File: src/rtl/dvb_s2_bch_pkg.sv
// Shared constants for the DVB-S2 BCH encoders.
// The short-frame t=12 generator is built at elaboration from its twelve minimal factors.
package dvb_s2_bch_pkg;

    localparam int PAR_W_SHORT     = 168;
    localparam int K_BCH_SHORT_MIN = 3072;
    localparam int K_BCH_SHORT_MAX = 14232;

    typedef enum logic [1:0] {
        IDLE   = 2'd0,
        DATA   = 2'd1,
        PARITY = 2'd2
    } bch_state_e;

    // Minimal polynomials g1..g12 over GF(2^14), bit i = coefficient of x^i
    function automatic logic [14:0] g_factor(input int i);
        logic [14:0] g;
        case (i)
            0:       g = 15'h402B;
            1:       g = 15'h4941;
            2:       g = 15'h4647;
            3:       g = 15'h5591;
            4:       g = 15'h6B55;
            5:       g = 15'h6389;
            6:       g = 15'h6CE5;
            7:       g = 15'h4F21;
            8:       g = 15'h460F;
            9:       g = 15'h5A49;
            10:      g = 15'h5811;
            default: g = 15'h65EF;
        endcase
        return g;
    endfunction

    function automatic logic [167:0] gen_short_t12();
        logic [168:0] p;
        logic [168:0] r;
        logic [14:0]  g;
        p = 169'd1;
        for (int i = 0; i < 12; i++) begin
            r = '0;
            g = g_factor(i);
            for (int b = 0; b < 15; b++) begin
                if (g[b]) r = r ^ (p << b);
            end
            p = r;
        end
        return p[167:0];
    endfunction

    localparam logic [167:0] G_SHORT_T12 = gen_short_t12();

endpackage

File: src/rtl/bch_short_t12_encoder_lfsr.sv
// Serial BCH remainder register: clear, shift with or without feedback.
// Clear and shift together start a new remainder from the incoming bit.
module bch_lfsr_serial #(
    parameter int             W    = 168,
    parameter logic [W-1:0]   POLY = '0
) (
    input  logic clk_i,
    input  logic rst_i,
    input  logic clr_i,
    input  logic shift_i,
    input  logic fb_en_i,
    input  logic din_i,
    output logic msb_o
);

    logic [W-1:0] lfsr_q, lfsr_d, base;
    logic         fb;

    always_comb begin
        base   = clr_i ? '0 : lfsr_q;
        fb     = fb_en_i & (din_i ^ base[W-1]);
        lfsr_d = base;
        if (shift_i) lfsr_d = {base[W-2:0], 1'b0} ^ (fb ? POLY : '0);
    end

    always_ff @(posedge clk_i or posedge rst_i) begin
        if (rst_i) lfsr_q <= '0;
        else       lfsr_q <= lfsr_d;
    end

    assign msb_o = lfsr_q[W-1];

endmodule

File: src/rtl/bch_short_t12_encoder.sv
// DVB-S2 short-frame BCH (t=12) serial encoder: forwards K_bch data bits,
// then appends 168 parity bits MSB first through one registered output stage.
module bch_short_t12_encoder
    import dvb_s2_bch_pkg::*;
#(
    parameter int PAR_W = 168,
    parameter int KW    = 14
) (
    input  logic          clk_1x,
    input  logic          rst,
    input  logic [KW-1:0] k_bch,
    input  logic          in_valid,
    output logic          in_ready,
    input  logic          in_data,
    input  logic          in_sof,
    input  logic          in_eof,
    output logic          out_valid,
    input  logic          out_ready,
    output logic          out_data,
    output logic          out_sof,
    output logic          out_eof,
    output logic          out_is_par,
    output logic          err_len
);

    bch_state_e    state_q, state_d;
    logic [KW-1:0] k_q, k_d, cnt_q, cnt_d;
    logic [7:0]    pcnt_q, pcnt_d;
    logic          ov_q, ov_d, od_q, od_d, sof_q, sof_d;
    logic          eof_q, eof_d, par_q, par_d, err_q, err_d;
    logic          adv, acc, k_ok, last;
    logic          l_clr, l_shift, l_fb, l_msb;

    bch_lfsr_serial #(
        .W    (PAR_W),
        .POLY (G_SHORT_T12)
    ) u_lfsr (
        .clk_i   (clk_1x),
        .rst_i   (rst),
        .clr_i   (l_clr),
        .shift_i (l_shift),
        .fb_en_i (l_fb),
        .din_i   (in_data),
        .msb_o   (l_msb)
    );

    always_comb begin
        adv      = ~ov_q | out_ready;
        in_ready = ~rst & (state_q != PARITY) & adv;
        acc      = in_valid & in_ready;
        k_ok     = (k_bch >= KW'(K_BCH_SHORT_MIN)) &&
                   (k_bch <= KW'(K_BCH_SHORT_MAX));
        last     = (cnt_q + KW'(1)) == k_q;
        state_d  = state_q;
        k_d      = k_q;
        cnt_d    = cnt_q;
        pcnt_d   = pcnt_q;
        ov_d     = ov_q;
        od_d     = od_q;
        sof_d    = sof_q;
        eof_d    = eof_q;
        par_d    = par_q;
        err_d    = 1'b0;
        l_clr    = 1'b0;
        l_shift  = 1'b0;
        l_fb     = 1'b0;
        if (adv) begin
            ov_d  = 1'b0;
            od_d  = 1'b0;
            sof_d = 1'b0;
            eof_d = 1'b0;
            par_d = 1'b0;
        end
        if (acc && in_sof) begin
            // A start always restarts; an out-of-range length drops the frame
            err_d = ~k_ok | in_eof | (state_q == DATA);
            if (k_ok) begin
                state_d = DATA;
                k_d     = k_bch;
                cnt_d   = KW'(1);
                l_clr   = 1'b1;
                l_shift = 1'b1;
                l_fb    = 1'b1;
                ov_d    = 1'b1;
                od_d    = in_data;
                sof_d   = 1'b1;
            end else begin
                state_d = IDLE;
            end
        end else if (acc && state_q == DATA) begin
            cnt_d   = cnt_q + KW'(1);
            l_shift = 1'b1;
            l_fb    = 1'b1;
            ov_d    = 1'b1;
            od_d    = in_data;
            err_d   = in_eof ^ last;
            if (last) begin
                state_d = PARITY;
                pcnt_d  = '0;
            end
        end else if (state_q == PARITY && adv) begin
            ov_d    = 1'b1;
            od_d    = l_msb;
            par_d   = 1'b1;
            eof_d   = pcnt_q == 8'(PAR_W - 1);
            l_shift = 1'b1;
            pcnt_d  = pcnt_q + 8'd1;
            if (pcnt_q == 8'(PAR_W - 1)) state_d = IDLE;
        end
    end

    always_ff @(posedge clk_1x or posedge rst) begin
        if (rst) begin
            state_q <= IDLE;
            k_q     <= '0;
            cnt_q   <= '0;
            pcnt_q  <= '0;
            ov_q    <= 1'b0;
            od_q    <= 1'b0;
            sof_q   <= 1'b0;
            eof_q   <= 1'b0;
            par_q   <= 1'b0;
            err_q   <= 1'b0;
        end else begin
            state_q <= state_d;
            k_q     <= k_d;
            cnt_q   <= cnt_d;
            pcnt_q  <= pcnt_d;
            ov_q    <= ov_d;
            od_q    <= od_d;
            sof_q   <= sof_d;
            eof_q   <= eof_d;
            par_q   <= par_d;
            err_q   <= err_d;
        end
    end

    assign out_valid  = ov_q;
    assign out_data   = od_q;
    assign out_sof    = sof_q;
    assign out_eof    = eof_q;
    assign out_is_par = par_q;
    assign err_len    = err_q;

endmodule

File: config.mk
export PLATFORM = sky130hd
export DESIGN_NAME = bch_short_t12_encoder
export DESIGN_NICKNAME = d
export VERILOG_FILES = /design/src/rtl/dvb_s2_bch_pkg.sv /design/src/rtl/bch_short_t12_encoder_lfsr.sv /design/src/rtl/bch_short_t12_encoder.sv
export SDC_FILE = /design/constraint.sdc
export NUM_CORES = 1
export LEC_CHECK = 0
export ABC_AREA = 0
export CAP_MARGIN = 20
export CORE_MARGIN = 4
export CORE_UTILIZATION = 50
export DETAILED_ROUTE_END_ITERATION = 16
export PLACE_DENSITY = 0.78
export RECOVER_POWER = 50
export SYNTH_ARGS = -nofsm -noshare
export SYNTH_HDL_FRONTEND = slang
export SYNTH_SLANG_ARGS = --single-unit
File: constraint.sdc
create_clock -name clk_1x -period 21.5 [get_ports clk_1x]
set_clock_uncertainty 0.15 [all_clocks]
set_input_delay 4.3 -clock clk_1x [delete_from_list [all_inputs] [get_ports clk_1x]]
set_output_delay 4.3 -clock clk_1x [all_outputs]
set_load 0.01 [all_outputs]
==> impl_metrics.json, run 1 <==
{
  "outcome": "complete, but fails checks",
  "violations": "capacitance limit, slew limit",
  "rr_worst_depth": 6,
  "grt_pass1_wl_um": 41600,
  "worst-r2r-setup-slack_ns": 16.61,
  "endpoint": "u_lfsr.lfsr_q[139]$_DFF_PP0_",
  "layout_commonest_cell": "dfrtp_1",
  "synth_nets": 1169,
  "regArea_um2": 5310,
  "postCtsSetupBuffers": 0,
  "slew_headroom_pct": -306,
  "cts_buffers": 23,
  "synth_ff_type": "dfrtp_1",
  "start_util_pct": 51.0,
  "internal_power_uw": 874,
  "gr-usage-all-layers_pct": 20.4,
  "critPathBufInv": 5,
  "power.density_nw_per_um2": 109,
  "setup_violations": 0,
  "finalPower_mw": 1.25,
  "overflow": 0,
  "fin_nets": 1120,
  "rsz0062_at_grt": "no",
  "n_antenna_cell": 0,
  "die-area_um2": 23100,
  "fin_util_pct": 56.4,
  "max_freq_mhz": 72.7,
  "cts_tree": "built",
  "viasPerCell": 6.28,
  "grt_pass1_vias": 8615,
  "maxCapViolCount": 3,
  "core.rowCount": 52,
  "worst_pin_slew_ns": 6.06,
  "power_frac_comb_pct": 20.4,
  "p_clk_share_pct": 32.3,
  "synth_area_um2": 10400,
  "ys_seq_area_share_pct": 51.2,
  "place_hpwl_um": 11900,
  "cts-root-buf": "clkbuf_16",
  "cts_max_level": 1,
  "cp_cell_sequence": "dlygate4sd3_1 -> clkinvlp_2 -> nand4_1 -> nor2_4 -> buf_4 -> nor2_4 -> buf_4 -> buf_4 -> a22oi_1 -> o211ai_1",
  "die_x_um": 152,
  "grt_start_max_net_pins": 139,
  "worst_path_most_repeated_cell": "buf_4",
  "ant_nets": 0,
  "regToRegEndpoint": "k_q[3]$_DFFE_PP0P_",
  "post-route-min-period_ns": 13.75,
  "switching_share_pct": 30.2,
  "clkTransAtPathRegs_ns": 0.06,
  "critPathMaxStageDelay_ns": 4.45,
  "ys_ff_latch": 212,
  "ys.warnings.count": 0,
  "p_seq_share_pct": 47.3,
  "final_cell_mix": "dfrtp_1, nand2_1, a21oi_1",
  "fin_crit_sh_pct": 64.0,
  "drive_above_1_share_pct": 7.36,
  "dr.pass1.iters": 5,
  "antenna_found_initial": 0,
  "path_class": "in2reg",
  "wl_per_cell_um": 17.4,
  "path_delay_family": "buffers and inverters",
  "io_pins": 28,
  "worstPathRequired_ns": 21.75,
  "gp_congestion": 0.837,
  "die_h_um": 152,
  "synthesis.instances": 1146,
  "synth_edf_count": 0,
  "drc_errors": 0,
  "cts_resized": 0,
  "synth_area_per_cell_um2": 9.04,
  "synthArstFlopShare_pct": 100,
  "hp-class": "reg2reg",
  "clk_latency_ns": 0.51,
  "drtIter0Drc": 871,
  "end_kind": "flop",
  "num_vias": 8695,
  "hold_buffers": 0,
  "core_um2": 20300,
  "p_switching_uw": 378,
  "arrival_ns": 14.00,
  "cp_slowest_cell": "clkinvlp_2",
  "synth_cell_types": 56,
  "worst-path-max-fanout": 138,
  "final_max_slew_viol_count": 295,
  "cp.depth": 10,
  "routed_wl_um": 24100,
  "cts_sinks": 212,
  "multiInputGateArea_um2": 4610,
  "cp-start-kind": "primary input",
  "timing.rr.start": "out_valid$_DFF_PP0_",
  "ir_drop_uv": 55.0,
  "area_growth_pct": 10.5,
  "hold_violations": 0,
  "worstSetupStartpoint": "rst",
  "p_leak_nw": 4.68,
  "io_buffers": 27,
  "fillers": 1762,
  "setup_tns_ns": 0,
  "cts_buffer_depth": 3
}
[synth_stat cells (all sizes together), types with 3 or more instances]
cell    count  area, µm²
a31oi       4       25.0
dfrtp     212       5310
nand4       8       50.1
clkbuf     91        343
a22oi      80        601
xnor2      10       87.6
mux2       11        124
mux2i       4       40.0
and3        5       32.5
a21oi     149        746
inv         7       26.3
nand3      12       72.6
nor2       26       97.6
buf        23        105
o31ai      11       87.6
nor4        7       65.1
o211ai     80        601
xor2       10       95.1
nor4b       3       32.5
nor2b       7       43.8
nand2     212        796
o21ai     132        661
nor3        6       35.0
nand2b      7       43.8
nand3b      3       22.5
[sequential cells by signal (all words and copies together) (netlist names), named ones only]
| register | flops |
|---|---|
| k_q | 14 |
| out_valid | 1 |
| err_len | 1 |
| state_q | 2 |
| out_eof | 1 |
| out_sof | 1 |
| u_lfsr.lfsr_q | 168 |
| pcnt_q | 8 |
| cnt_q | 14 |
| out_data | 1 |
[metrics by stage]
step / cell area (µm²) / hold WS [ns] / cells / setup WS, ns
4_1_cts: 11400 / 0.327 / 1383 / 11.28
6_report: 11400 / 0.321 / 1384 / 7.75
2_1_floorplan: 10400 / 0.300 / 1146 / 10.22
3_5_place_dp: 10700 / 0.316 / 1341 / 11.28
3_3_place_gp: 10700 / 0.305 / 1341 / 11.33
5_1_grt: 11400 / 0.357 / 1384 / 5.83
[power groups by stage]
stage | logic, mW | clock network [mW] | registers, mW
after detailed placement | 0.253 | 0 | 0.593
final | 0.255 | 0.405 | 0.592
after global placement | 0.240 | 0 | 0.590
after floorplan | 0.208 | 0 | 0.572
after global routing | 0.289 | 0.431 | 0.604
after CTS | 0.256 | 0.412 | 0.589
[area by class of cell]
class                   count  share of cell area, %
multi-input cells         813                   40.3
clock inverters            12                   1.26
repair buffers             40                   3.36
well taps                 270                   2.95
clock buffers              30                   5.52
inverters                   7                  0.241
flip-flops and latches    212                   46.4
[worst min-delay path by stage]
stage | from | endpoint | cells past startpoint
after floorplan | u_lfsr.lfsr_q[100]$_DFF_PP0_ | u_lfsr.lfsr_q[101]$_DFF_PP0_ | 2
after global placement | out_eof$_DFF_PP0_ | out_eof$_DFF_PP0_ | 2
after detailed placement | u_lfsr.lfsr_q[94]$_DFF_PP0_ | u_lfsr.lfsr_q[95]$_DFF_PP0_ | 2
after CTS | u_lfsr.lfsr_q[127]$_DFF_PP0_ | u_lfsr.lfsr_q[128]$_DFF_PP0_ | 2
after global routing | out_eof$_DFF_PP0_ | out_eof$_DFF_PP0_ | 2
final | u_lfsr.lfsr_q[127]$_DFF_PP0_ | u_lfsr.lfsr_q[128]$_DFF_PP0_ | 2
[cells by family after synthesis]
| logic type | count (synthesis) | synth area share (%) |
|---|---|---|
| compound gates | 472 | 27.6 |
| simple gates | 304 | 13.0 |
| flops | 212 | 51.2 |
| buf+inv | 121 | 4.58 |
| xor+xnor | 20 | 1.76 |
| mux | 15 | 1.58 |
| fa+ha+maj | 2 | 0.242 |
[worst min-delay path, delay by kind of cell (launching register included)]
kind               cells  cell delay [ns]
AOI/OAI and AO/OA      1             0.06
DFF                    1             0.34
and+or+nand+nor        1             0.04
[per-layer routing]
layer	GRT usage, %	routed length, µm	up-vias
li1	-	-	4020
met1	28.6	11000	4392
met2	33.8	11600	250
met3	2.76	1190	33
met4	5.39	337	0
met5	0	0	-
Note: power is estimated with default switching activity, not from simulation.
==> run 2, diff against run 1 <==
--- a/config.mk
+++ b/config.mk
@@ -10,7 +10,7 @@
 export CORE_MARGIN = 4
 export CORE_UTILIZATION = 50
 export DETAILED_ROUTE_END_ITERATION = 16
-export PLACE_DENSITY = 0.78
+export PLACE_DENSITY = 0.8
 export RECOVER_POWER = 50
 export SYNTH_ARGS = -nofsm -noshare
 export SYNTH_HDL_FRONTEND = slang
==> constraint.sdc (replaced) <==
create_clock -name clk_1x -period 11.9 [get_ports clk_1x]
set_clock_uncertainty 0.15 [all_clocks]
set_input_delay 2.38 -clock clk_1x [delete_from_list [all_inputs] [get_ports clk_1x]]
set_output_delay 2.38 -clock clk_1x [all_outputs]
set_load 0.01 [all_outputs]
==> run 2 against run 1 <==
The flow still finishes with violations (capacitance limit, slew limit). Die area unchanged. Cell area decreased by 0.27%. Power increased by 79%. Clock-buffer cell count increased by 3. Sequential share of layout area increased by 0.13 points. Non-clock buffer count decreased by 1. Flip-flop and latch count unchanged. Final cell count decreased by 0.14%. Via count about the same. Utilization decreased by 0.15 points. Largest cell class unchanged. Highest routed layer unchanged.
==> impl_metrics.json, run 2 (same netlist as run 1, synthesis figures left out) <==
{
  "dr.pass1.iters": 5,
  "critPathMaxStageDelay_ns": 2.85,
  "clk_latency_ns": 0.51,
  "hold_buffers": 0,
  "layout_commonest_cell": "dfrtp_1",
  "gr-usage-all-layers_pct": 20.0,
  "top_regs": "u_lfsr.lfsr_q (168), cnt_q (14), k_q (14)",
  "cp-start-kind": "primary input",
  "overflow": 0,
  "largest_reg_flops": 168,
  "grt_start_max_net_pins": 140,
  "cts_buffers": 23,
  "postCtsSetupBuffers": 0,
  "grt_pass1_vias": 8513,
  "fin_crit_sh_pct": 59.0,
  "maxCapViolCount": 1,
  "p_leak_nw": 4.67,
  "max_freq_mhz": 142,
  "worstPathRequired_ns": 11.43,
  "die_x_um": 152,
  "area_growth_pct": 10.2,
  "io_pins": 28,
  "arrival_ns": 6.55,
  "hold_start": "out_sof$_DFF_PP0_",
  "fin_nets": 1119,
  "final_max_slew_viol_count": 76,
  "cts_sinks": 212,
  "routed_wl_um": 23900,
  "cts_tree": "built",
  "antenna_found_initial": 0,
  "setup_violations": 0,
  "grt_pass1_wl_um": 41100,
  "clkTransAtPathRegs_ns": 0.06,
  "drc_errors": 0,
  "cts_resized": 0,
  "path_class": "in2async",
  "die-area_um2": 23100,
  "start_util_pct": 51.0,
  "gp_congestion": 0.833,
  "ir_drop_uv": 122,
  "timing.rr.start": "out_valid$_DFF_PP0_",
  "setup_tns_ns": 0,
  "die_h_um": 152,
  "cts_buffer_depth": 3,
  "hp-class": "reg2reg",
  "cts_max_level": 1,
  "cp_slowest_cell": "clkbuf_1",
  "outcome": "complete, but fails checks",
  "drtIter0Drc": 920,
  "num_vias": 8697,
  "slew_headroom_pct": -166,
  "hold_violations": 0,
  "end_kind": "async pin",
  "core_um2": 20300,
  "post-route-min-period_ns": 7.02,
  "drive_above_1_share_pct": 7.19,
  "wl_per_cell_um": 17.3,
  "cts-root-buf": "clkbuf_16",
  "holdWs_ns": 0.320,
  "viasPerCell": 6.29,
  "worst_pin_slew_ns": 3.98,
  "power.density_nw_per_um2": 196,
  "io_buffers": 27,
  "worst-path-max-fanout": 139,
  "top_register": "u_lfsr.lfsr_q",
  "violations": "capacitance limit, slew limit",
  "ant_nets": 0,
  "rsz0062_at_grt": "no",
  "worstSetupStartpoint": "rst",
  "n_antenna_cell": 0,
  "core.rowCount": 52,
  "place_hpwl_um": 12000,
  "cp_cell_sequence": "dlygate4sd3_1 -> inv_8 -> clkbuf_1",
  "final_cell_mix": "dfrtp_1, nand2_1, a21oi_1"
}
-- run 2: cell count changes in the layout (fill, tap and decap cells not counted) --
cell,previous run,this run
clkbuf_1,5,6
clkbuf_8,3,5
clkinvlp_4,2,0
and3_4,0,1
inv_8,0,1
bufinv_16,3,2
clkinvlp_2,1,0
buf_16,1,0
and3_1,4,3
clkinv_4,0,1
clkinv_2,6,4
-- run 2: path summary, 6_finish.rpt --
path / end / slack, ns / cells past startpoint
min in group asynchronous: pcnt_q[0]$_DFFE_PP0P_ / 2.43 / 2
setup reg to reg: k_q[8]$_DFFE_PP0P_ / 8.19 / 5
hold reg to reg: out_sof$_DFF_PP0_ / 0.32 / 1
max in group clk_1x: in_ready / 5.42 / 4
hold / removal: out_sof$_DFF_PP0_ / 0.32 / 1
setup / recovery: u_lfsr.lfsr_q[14]$_DFF_PP0_ / 4.88 / 3
-- run 2: final cells by class --
class,count,area [µm²]
Sequential cell,212,5310
Clock inverter,8,97.6
Inverter,7,33.8
Multi-Input combinational cell,813,4620
Fill cell,1769,8890
Clock buffer,33,663
Timing Repair Buffer,39,357
Tap cell,270,338
-- run 2: critical path: cells and delay by family --
kind	cells	cell delay, ns
buffers and inverters	3	4.10
-- run 2: power breakdown --
group	total [mW]	internal, mW	switching (mW)	leakage [nW]
Sequential	1.07	0.922	0.149	2.78
Combinational	0.459	0.216	0.243	1.51
Clock	0.713	0.431	0.282	0.378
-- run 2: through the flow --
stage / util (%) / setup WS (ns) / instances / power, mW / area (µm²)
finish: 56.2 / 4.88 / 1382 / 2.24 / 11400
global route: 56.2 / 3.84 / 1382 / 2.38 / 11400
CTS: 56.2 / 5.54 / 1382 / 2.25 / 11400
detailed placement: 52.5 / 5.51 / 1341 / 1.53 / 10700
global placement: 52.5 / 5.56 / 1340 / 1.50 / 10600
floorplan: - / 2.54 / 1146 / 1.41 / 10400
-- run 2: layer usage --
layer	vias up	track usage, %	routed length, µm	share of wire (%)
li1	4028	-	-	-
met1	4415	28.6	10800	45
met2	228	32.9	11600	49
met3	26	2.84	1150	4.8
met4	0	4.45	318	1.3
met5	-	0	0	0
